File: src/rtl/acs_unit.sv
// acs_unit: one-symbol-per-cycle add-compare-select for the K=3 (7,5) Viterbi trellis
// Ports:
//   clk, rst_n                   clock, asynchronous active-low reset
//   in_valid/in_ready            branch-metric handshake; start marks the first symbol of a frame
//   bm00..bm11                   Hamming distance of the received pair to each codeword
//   out_valid/out_ready          result handshake
//   dec                          survivor decision per next state (1 = odd predecessor)
//   pm0..pm3                     normalized path metrics after the symbol
//   best_state, sym_cnt          index of the zero metric, 1-based symbol index within the frame
module acs_unit #(
    parameter int PM_W  = 6,
    parameter int CNT_W = 16
) (
    input  logic             clk,
    input  logic             rst_n,
    input  logic             in_valid,
    output logic             in_ready,
    input  logic             start,
    input  logic [1:0]       bm00,
    input  logic [1:0]       bm01,
    input  logic [1:0]       bm10,
    input  logic [1:0]       bm11,
    output logic             out_valid,
    input  logic             out_ready,
    output logic [3:0]       dec,
    output logic [PM_W-1:0]  pm0,
    output logic [PM_W-1:0]  pm1,
    output logic [PM_W-1:0]  pm2,
    output logic [PM_W-1:0]  pm3,
    output logic [1:0]       best_state,
    output logic [CNT_W-1:0] sym_cnt
);
    localparam logic [PM_W-1:0] PM_INIT = PM_W'(16);

    logic [3:0][PM_W-1:0] pm_q, old_pm, cand_e, cand_o, raw, norm;
    logic [3:0]           dec_nxt;
    logic [PM_W-1:0]      min_lo, min_hi, min_all;
    logic [1:0]           best_nxt;
    logic                 accept;

    function automatic logic [PM_W-1:0] sat_add(input logic [PM_W-1:0] a, input logic [1:0] b);
        logic [PM_W:0] s;
        s = {1'b0, a} + {{(PM_W-1){1'b0}}, b};
        return s[PM_W] ? '1 : s[PM_W-1:0];
    endfunction

    assign in_ready = !out_valid || out_ready;
    assign accept   = in_valid && in_ready;

    // Next state n = {u, s1}: even predecessor is {n[0], 0}, odd is {n[0], 1}
    always_comb begin
        old_pm    = start ? {PM_INIT, PM_INIT, PM_INIT, PM_W'(0)} : pm_q;
        cand_e[0] = sat_add(old_pm[0], bm00);
        cand_o[0] = sat_add(old_pm[1], bm11);
        cand_e[1] = sat_add(old_pm[2], bm10);
        cand_o[1] = sat_add(old_pm[3], bm01);
        cand_e[2] = sat_add(old_pm[0], bm11);
        cand_o[2] = sat_add(old_pm[1], bm00);
        cand_e[3] = sat_add(old_pm[2], bm01);
        cand_o[3] = sat_add(old_pm[3], bm10);
        for (int i = 0; i < 4; i++) begin
            // ties keep the even predecessor
            dec_nxt[i] = cand_o[i] < cand_e[i];
            raw[i]     = dec_nxt[i] ? cand_o[i] : cand_e[i];
        end
        min_lo  = raw[0] < raw[1] ? raw[0] : raw[1];
        min_hi  = raw[2] < raw[3] ? raw[2] : raw[3];
        min_all = min_lo < min_hi ? min_lo : min_hi;
        for (int i = 0; i < 4; i++)
            norm[i] = raw[i] - min_all;
        best_nxt = norm[0] == '0 ? 2'd0 :
                   norm[1] == '0 ? 2'd1 :
                   norm[2] == '0 ? 2'd2 : 2'd3;
    end

    always_ff @(posedge clk or negedge rst_n) begin
        if (!rst_n) begin
            pm_q       <= {PM_INIT, PM_INIT, PM_INIT, PM_W'(0)};
            out_valid  <= 1'b0;
            dec        <= '0;
            pm0        <= '0;
            pm1        <= '0;
            pm2        <= '0;
            pm3        <= '0;
            best_state <= '0;
            sym_cnt    <= '0;
        end else if (accept) begin
            pm_q       <= norm;
            out_valid  <= 1'b1;
            dec        <= dec_nxt;
            pm0        <= norm[0];
            pm1        <= norm[1];
            pm2        <= norm[2];
            pm3        <= norm[3];
            best_state <= best_nxt;
            sym_cnt    <= start ? CNT_W'(1) : sym_cnt + CNT_W'(1);
        end else if (out_ready) begin
            out_valid  <= 1'b0;
        end
    end
endmodule

File: config.mk
export PLATFORM = sky130hd
export DESIGN_NAME = acs_unit
export DESIGN_NICKNAME = d
export VERILOG_FILES = /design/src/rtl/acs_unit.sv
export SDC_FILE = /design/constraint.sdc
export NUM_CORES = 1
export LEC_CHECK = 0
export ABC_AREA = 1
export CAP_MARGIN = 20
export CORE_MARGIN = 10
export CORE_UTILIZATION = 35
export DETAILED_ROUTE_END_ITERATION = 10
export GPL_ROUTABILITY_DRIVEN = 0
export PLACE_DENSITY = 0.6
export SLEW_MARGIN = 20
export SYNTH_ARGS = -nofsm -noshare
export SYNTH_HDL_FRONTEND = slang
export SYNTH_SLANG_ARGS = --single-unit
File: constraint.sdc
create_clock -name clk -period 11.2 [get_ports clk]
set_input_delay 2.24 -clock clk [delete_from_list [all_inputs] [get_ports clk]]
set_output_delay 2.24 -clock clk [all_outputs]
set_load 0.01 [all_outputs]
Word-level counts from Yosys, hierarchy flattened
Index checks and enable logic that the tools add are counted.
{"block": "totals", "in_bits": 13, "word_cells": 60, "regBits": 65}
{"block": "classes", "n_reduce_logical": 7, "mux": 22, "addsub": 13, "n_lt_le_gt_ge": 7}
{"cell": "$mux 6", "n": 15}
{"cell": "$add 6x2->7", "n": 8}
{"cell": "$lt 6x6->1", "n": 7}
{"cell": "$mux 24", "n": 1}
{"cell": "$sub 6x6->6", "n": 4}
{"cell": "$logic_not 6->1", "n": 3}
{"cell": "$add 16x1->16 const B", "n": 1}
{"cell": "$mux 16", "n": 1}
{"cell": "$mux 2", "n": 2}
{"cell": "$mux 1", "n": 3}
{"cell": "$reduce_bool 2->1", "n": 1}
{"cell": "$logic_and 1x1->1", "n": 1}
{"cell": "$logic_not 1->1", "n": 1}
{"cell": "$logic_or 1x1->1", "n": 1}

Logic depth before layout (Yosys ltp)
Gate-level depths: netlist of run 1.
{"block": "logic_depth", "word_depth": 14, "depth_mapped": 57}

Worst setup path after synthesis of run 1
No wires, ideal clock.
{"block": "synth_timing", "kind": "in2reg", "from": "input start", "to": "register best_state[0]", "path_buffers": 3, "setup_slack_ns": 3.291, "arrival_ns": 7.792, "path_stages": 44, "path_cell_list": "buf_6 > buf_2 > nor2_1 > ha_1 > ha_1 > inv_1 > nand2_2 > nand2_1 > nand3_1 > ha_1 > a21oi_1 > nand2_1 > nand2_1 > nand2_1 > nand2_4 > inv_1 > or2_1 > o21ai_0 > [... 8 more ...] > inv_1 > o21bai_1 > nor2_4 > nand2_2 > buf_6 > o21ai_0 > ha_1 > inv_1 > ha_1 > inv_1 > nand2_1 > xor2_1 > nor2_1 > nand3_1 > nor2_1 > nand3_1 > nand2_1 > nand2_1"}
{"block": "synth_via", "elab_chain_cells": 14}
{"element": "from (decl)", "line_no": "18", "text": "input logic start,"}
{"element": "$mux 24 *", "line_no": "52", "text": "old_pm = start ? {PM_INIT, PM_INIT, PM_INIT, PM_W'(0)} : pm_q;"}
{"element": "$add 6x2->7", "line_no": "43", "text": "s = {1'b0, a} + {{(PM_W-1){1'b0}}, b};"}
{"element": "$mux 6", "line_no": "44", "text": "return s[PM_W] ? '1 : s[PM_W-1:0];"}
{"element": "$lt 6x6->1", "line_no": "63", "text": "dec_nxt[i] = cand_o[i] < cand_e[i];"}
{"element": "$mux 6", "line_no": "64", "text": "raw[i] = dec_nxt[i] ? cand_o[i] : cand_e[i];"}
{"element": "$lt 6x6->1 (on tied branches)", "line_no": "66, 67"}
{"element": "$mux 6 (on tied branches)", "line_no": "66, 67"}
{"element": "$lt 6x6->1", "line_no": "68", "text": "min_all = min_lo < min_hi ? min_lo : min_hi;"}
{"element": "$mux 6", "line_no": "68"}
{"element": "$sub 6x6->6", "line_no": "70", "text": "norm[i] = raw[i] - min_all;"}
{"element": "$logic_not 6->1", "line_no": "73", "text": "norm[2] == '0 ? 2'd2 : 2'd3;"}
{"element": "$mux 1", "line_no": "73"}
{"element": "$mux 2", "line_no": "72", "text": "norm[1] == '0 ? 2'd1 :"}
{"element": "$mux 2 *", "line_no": "71", "text": "best_nxt = norm[0] == '0 ? 2'd0 :"}
{"element": "to (signal assigned)", "line_no": "95", "text": "best_state <= best_nxt;"}
{"element": "to (decl)", "line_no": "30", "text": "output logic [1:0] best_state,"}
Mark *: on every way between the ends. The rest lies on a longest branch, timed or not.
A chain may end at the register's enable or synchronous reset.

Worst setup path in the final report of run 1
Same ends and word-level chain as after synthesis.

==> results of run 1 <==
## flip-flops by register name, summed over array words and instances, names as in the netlist
signal and cells:
out_valid 1, pm3 6, dec 4, pm2 6
pm_q 9, best_state 2, pm1 6, sym_cnt 16
## critical path: cells and delay by family
kind	cells	cell delay, ns
buffers and inverters	12	1.61
and+or+nand+nor	22	2.53
xor gates and xnor gates	1	0.19
adders and majority gates	6	1.40
AOI/OAI and AO/OA	6	1.61
## Yosys cell counts, types with 7 or more instances
cell      count
nand2_1     335
inv_1       187
nand3_1     102
o21ai_0      63
nor2_1       62
ha_1         56
dfrtp_1      47
a21oi_1      38
buf_4        21
nand2_2      20
nor3_1       15
o21ai_1      15
nand3_2      13
xor2_1        9
nor2_2        8
nand3b_1      7
nand4_1       7
## cell families (layout without fill, tap and decap cells)
group | Yosys count | in the layout | synth area share, %
xor gates and xnor gates | 11 | 11 | 1.620
adders and majority gates | 56 | 56 | 10.93
muxes | 1 | 1 | 0.1562
buffers and inverters | 226 | 265 | 15.38
AOI/OAI and AO/OA | 133 | 133 | 11.18
DFF | 50 | 50 | 19.58
and+or+nand+nor | 586 | 586 | 41.15
## path summary, 6_finish.rpt
check / end / slack (ns) / start / depth (start not counted)
min reg2reg: sym_cnt[15] / 0.47 / sym_cnt[15] / 1
min: sym_cnt[15] / 0.47 / sym_cnt[15] / 1
max in group asynchronous: pm2[2] / 8.69 / rst_n / 2
max reg2reg: best_state[0] / 4.08 / pm1[1] / 44
max: best_state[0] / 1.78 / start / 47
min in group asynchronous: pm_q[4] / 2.04 / rst_n / 2
## metrics by stage
stage	instance area, um^2	std cells	setup slack (ns)	util (%)
after floorplan	6410	1063	3.291	-
after CTS	7248	1331	1.817	40.35
after global routing	7248	1331	1.051	40.35
after detailed placement	7076	1323	1.528	39.39
final	7248	1331	1.775	40.35
after global placement	7076	1323	1.606	39.39
## layout by cell type, fill, tap and decap left out, types with 2 or more instances in the layout
cell type          n
nand2_1          335
inv_1            187
nand3_1          102
o21ai_0           63
nor2_1            62
clkdlybuf4s50_1   59
ha_1              56
dfrtp_1           47
a21oi_1           38
nand2_2           20
nor3_1            15
o21ai_1           15
nand3_2           13
xor2_1             9
nor2_2             8
nand4_1            7
nand3b_1           7
buf_4              6
or2_1              5
nor2_4             5
nand2_4            5
clkbuf_16          5
o21a_1             3
o21bai_1           3
a31oi_1            3
inv_2              3
dfstp_2            3
o21ai_2            2
a21boi_0           2
inv_6              2
## area by class of cell
class	instances	area [um^2]	area share, %
Tap cell	229	286.5	3.953
Clock buffer	5	125.1	1.726
Multi-Input combinational cell	787	4169	57.52
Inverter	191	724.4	9.995
Clock inverter	3	47.55	0.6560
Timing Repair Buffer	66	640.6	8.838
Sequential cell	50	1255	17.31
## per-layer routing
metal	track usage [%]	up-vias	share of wire, %
met4	4.144	0	1.9
met5	0	-	0
met2	26.65	153	46
met3	3.805	23	6.4
met1	20.24	2888	46
li1	-	3415	-
==> flow_summary.toml, run 1 <==
[global_route]
grt_usage_pct = 16.01
grt_overflow_total = 0
antenna_found_initial = 0
grt_first_pass_wirelength_um = 31520
grt_pass1_vias = 6071
grt_max_degree = 51

[setup_path]
cp.required_ns = 11.40
end_kind = "flip-flop"
path_common_cell = "nand2_1"
startpoint_type = "primary input"
critPathArrivalTime_ns = 9.63
critical_path.max_fanout = 28
slowest_delay_ns = 0.55
cpMaxStageDelayCell = "o21ai_0"
path_class = "in2reg"

[finish]
diodes = 0
drive_above_1_share_pct = 7.169
final_nets = 1170
nFillCells = 1943
synthToLayoutAreaGrowth_pct = 13.08

[route]
routed_wl_um = 19290
route.vias.total = 6479
drc_errors = 0
drtIter0Drc = 487
ant_nets = 0
post_drt_wl_per_cell_um = 14.49
via_per_inst = 4.868
first_pass_iters = 6

[synthesis]
synth_ff_type = "dfrtp_1"
syn_inst = 1063
synth_edf_count = 0
synth_cell_types = 41
synthesis.nets = 1132
syn-cell-area_um2 = 6410
ys_async_sr_fraction_pct = 100.0
ys_ff_latch = 50
yosysSeqAreaShare_pct = 19.58
synth_top_area_share_pct = 19.62
yosysTopAreaCell = "nand2_1"
syn_area_per_cell_um2 = 6.030
synth_area_leaders = "nand2_1, dfrtp_1, inv_1, ha_1, nand3_1"
yosys_warnings = 0

[clock_network]
cts_buffers = 5
clock-sinks = 50
cts_resized = 0
cts_root_buffer = "clkbuf_16"
cts_htree_levels = 2
postCtsHoldBufs = 0
worstSkewPairLatency_ns = 0.32
clk_pin_slew_ns = 0.08
clockBufferDepth = 2
postCtsSetupBuffers = 0
cts_tree = "yes"

[timing]
post-route-period-util_pct = 84.15
fin_skew_ns = 0.01324
slew_headroom_pct = 47.01
fin_crit_ns = 9.425
finalHoldViolCount = 0
finalMaxSlewViolations = 0
setup_viol = 0
rsz0062_at_grt = "no"
fmax_ghz = 0.1061
whs_ns = 0.4685
setup_tns_ns = 0
worst_pin_slew_ns = 0.7865

[status]
status = "completed"

[floorplanning]
initial_core_util_pct = 35.68
design.core.area_um2 = 17960
die_h_um = 155.3
num_rows = 49
pin_count = 61
die_width_um = 155.3
die_area_um2 = 24130

[placement]
dp.final_hpwl_um = 15960
portBuffers = 60

[job]
drv_cap = 0

[hold_path]
hold_class = "reg2reg"
Power of run 1 is left out: the tool's default activity adds up to more than one toggle a clock period on the data nets, which glitch-free logic cannot reach.
==> run 2: changes to the inputs <==
==> constraint.sdc (replaced) <==
create_clock -name clk -period 9.49 [get_ports clk]
set_input_delay 1.898 -clock clk [delete_from_list [all_inputs] [get_ports clk]]
set_output_delay 1.898 -clock clk [all_outputs]
set_load 0.01 [all_outputs]
==> flow_summary.toml, run 2 (synthesized netlist as in run 1, its figures left out) <==
[setup_path]
cp_top_family = "simple AND/OR/NAND/NOR gates"
critical_path.max_fanout = 28
critPathArrivalTime_ns = 8.94
path_class = "in2reg"
cp_num_buf_inv = 10
path_depth = 45
startpoint_type = "primary input"
slowest_delay_ns = 0.64
cpMaxStageDelayCell = "clkdlybuf4s50_1"
end_kind = "flip-flop"
worstRegToRegCells = 43
cp.required_ns = 9.69
path_common_cell = "nand2_1"

[global_route]
grt_usage_pct = 16.04
grt_overflow_total = 0
grt_max_degree = 51
grt_first_pass_wirelength_um = 31750
grt_pass1_vias = 6083
antenna_found_initial = 0

[floorplanning]
die_width_um = 155.3
die_area_um2 = 24130
num_rows = 49
die_h_um = 155.3
pin_count = 61
initial_core_util_pct = 35.68
design.core.area_um2 = 17960

[finish]
reg_top3 = "sym_cnt (16), pm_q (9)"
synthToLayoutAreaGrowth_pct = 13.08
final_nets = 1174
multi_input_area_um2 = 4169
top_register = "sym_cnt"
drive_above_1_share_pct = 7.414
final_common_cell = "nand2_1"
nFillCells = 1916
diodes = 0
largest_register_ffs = 16
layout_common_cells = "nand2_1, inv_1, nand3_1"
seq_area_um2 = 1255

[clock_network]
cts_tree = "yes"
postCtsHoldBufs = 0
worstSkewPairLatency_ns = 0.30
clockBufferDepth = 2
cts_resized = 0
postCtsSetupBuffers = 0
cts_buffers = 5
clk_pin_slew_ns = 0.07
cts_htree_levels = 2
clock-sinks = 50
cts_root_buffer = "clkbuf_16"

[status]
status = "completed"

[timing]
post-route-period-util_pct = 92.10
fin_skew_ns = 0.007292
finalMaxSlewViolations = 0
rsz0062_at_grt = "no"
setup_tns_ns = 0
slew_headroom_pct = 52.08
setup_viol = 0
fmax_ghz = 0.1144
fin_crit_ns = 8.740
finalHoldViolCount = 0
worst_pin_slew_ns = 0.7188

[job]
drv_cap = 0

[route]
drc_errors = 0
drtIter0Drc = 411
routed_wl_um = 19480
route.vias.total = 6563
via_per_inst = 4.916
ant_nets = 0
first_pass_iters = 5
post_drt_wl_per_cell_um = 14.59

[placement]
dp.final_hpwl_um = 15930
portBuffers = 60

[hold_path]
hold_depth = 1
hold_class = "reg2reg"
-- run 2: area by class of cell --
| cell class | count | share of cell area, % |
|---|---|---|
| Timing Repair Buffer | 70 | 9.253 |
| Multi-Input combinational cell | 787 | 57.52 |
| Sequential cell | 50 | 17.31 |
| Clock inverter | 2 | 0.1899 |
| Clock buffer | 6 | 1.778 |
| Inverter | 191 | 9.995 |
| Tap cell | 229 | 3.953 |
-- run 2: worst register-to-register path, delay by kind of cell (launching register included) --
| family | cells | cell delay (ns) |
|---|---|---|
| AOI/OAI and AO/OA | 6 | 1.66 |
| and+or+nand+nor | 22 | 2.24 |
| buffers and inverters | 9 | 0.76 |
| adders and majority gates | 6 | 1.66 |
| DFF | 1 | 0.41 |
-- run 2: through the flow --
| stage | cell area [um^2] | hold WS (ns) | cells | setup slack (ns) | util [%] |
|---|---|---|---|---|---|
| floorplan | 6410 | 0.4755 | 1063 | 1.923 | - |
| global placement | 7106 | 0.4605 | 1327 | 0.5463 | 39.56 |
| detailed placement | 7106 | 0.4576 | 1327 | 0.5153 | 39.56 |
| CTS | 7248 | 0.4724 | 1335 | 0.8335 | 40.35 |
| global route | 7248 | 0.5000 | 1335 | 0.05311 | 40.35 |
| finish | 7248 | 0.4679 | 1335 | 0.7500 | 40.35 |
-- run 2: worst paths after layout --
kind | from | end | slack [ns]
hold reg to reg | sym_cnt[15] | sym_cnt[15] | 0.47
setup reg to reg | pm2[0] | best_state[0] | 2.67
max in group asynchronous | rst_n | dec[1] | 7.28
hold / removal | sym_cnt[15] | sym_cnt[15] | 0.47
setup / recovery | start | best_state[0] | 0.75
min in group asynchronous | rst_n | out_valid | 1.71
-- run 2: routing by layer --
layer | track usage (%) | vias up | wire (um)
li1 | - | 3429 | -
met1 | 20.15 | 2930 | 8960
met2 | 27.21 | 181 | 8911
met3 | 3.612 | 23 | 1269
met4 | 3.699 | 0 | 339
met5 | 0 | - | 0
Power of run 2 is left out for the same reason.
==> run 3: changes to the inputs <==
--- a/config.mk
+++ b/config.mk
@@ -9,6 +9,7 @@
 export CAP_MARGIN = 20
 export CORE_MARGIN = 10
 export CORE_UTILIZATION = 35
+export CTS_CLUSTER_DIAMETER = 200
 export DETAILED_ROUTE_END_ITERATION = 10
 export GPL_ROUTABILITY_DRIVEN = 0
 export PLACE_DENSITY = 0.6
==> results of run 3 <==
No change in the layout: final DEF, timing and power equal those of run 2.
Power of run 3 is left out for the same reason.
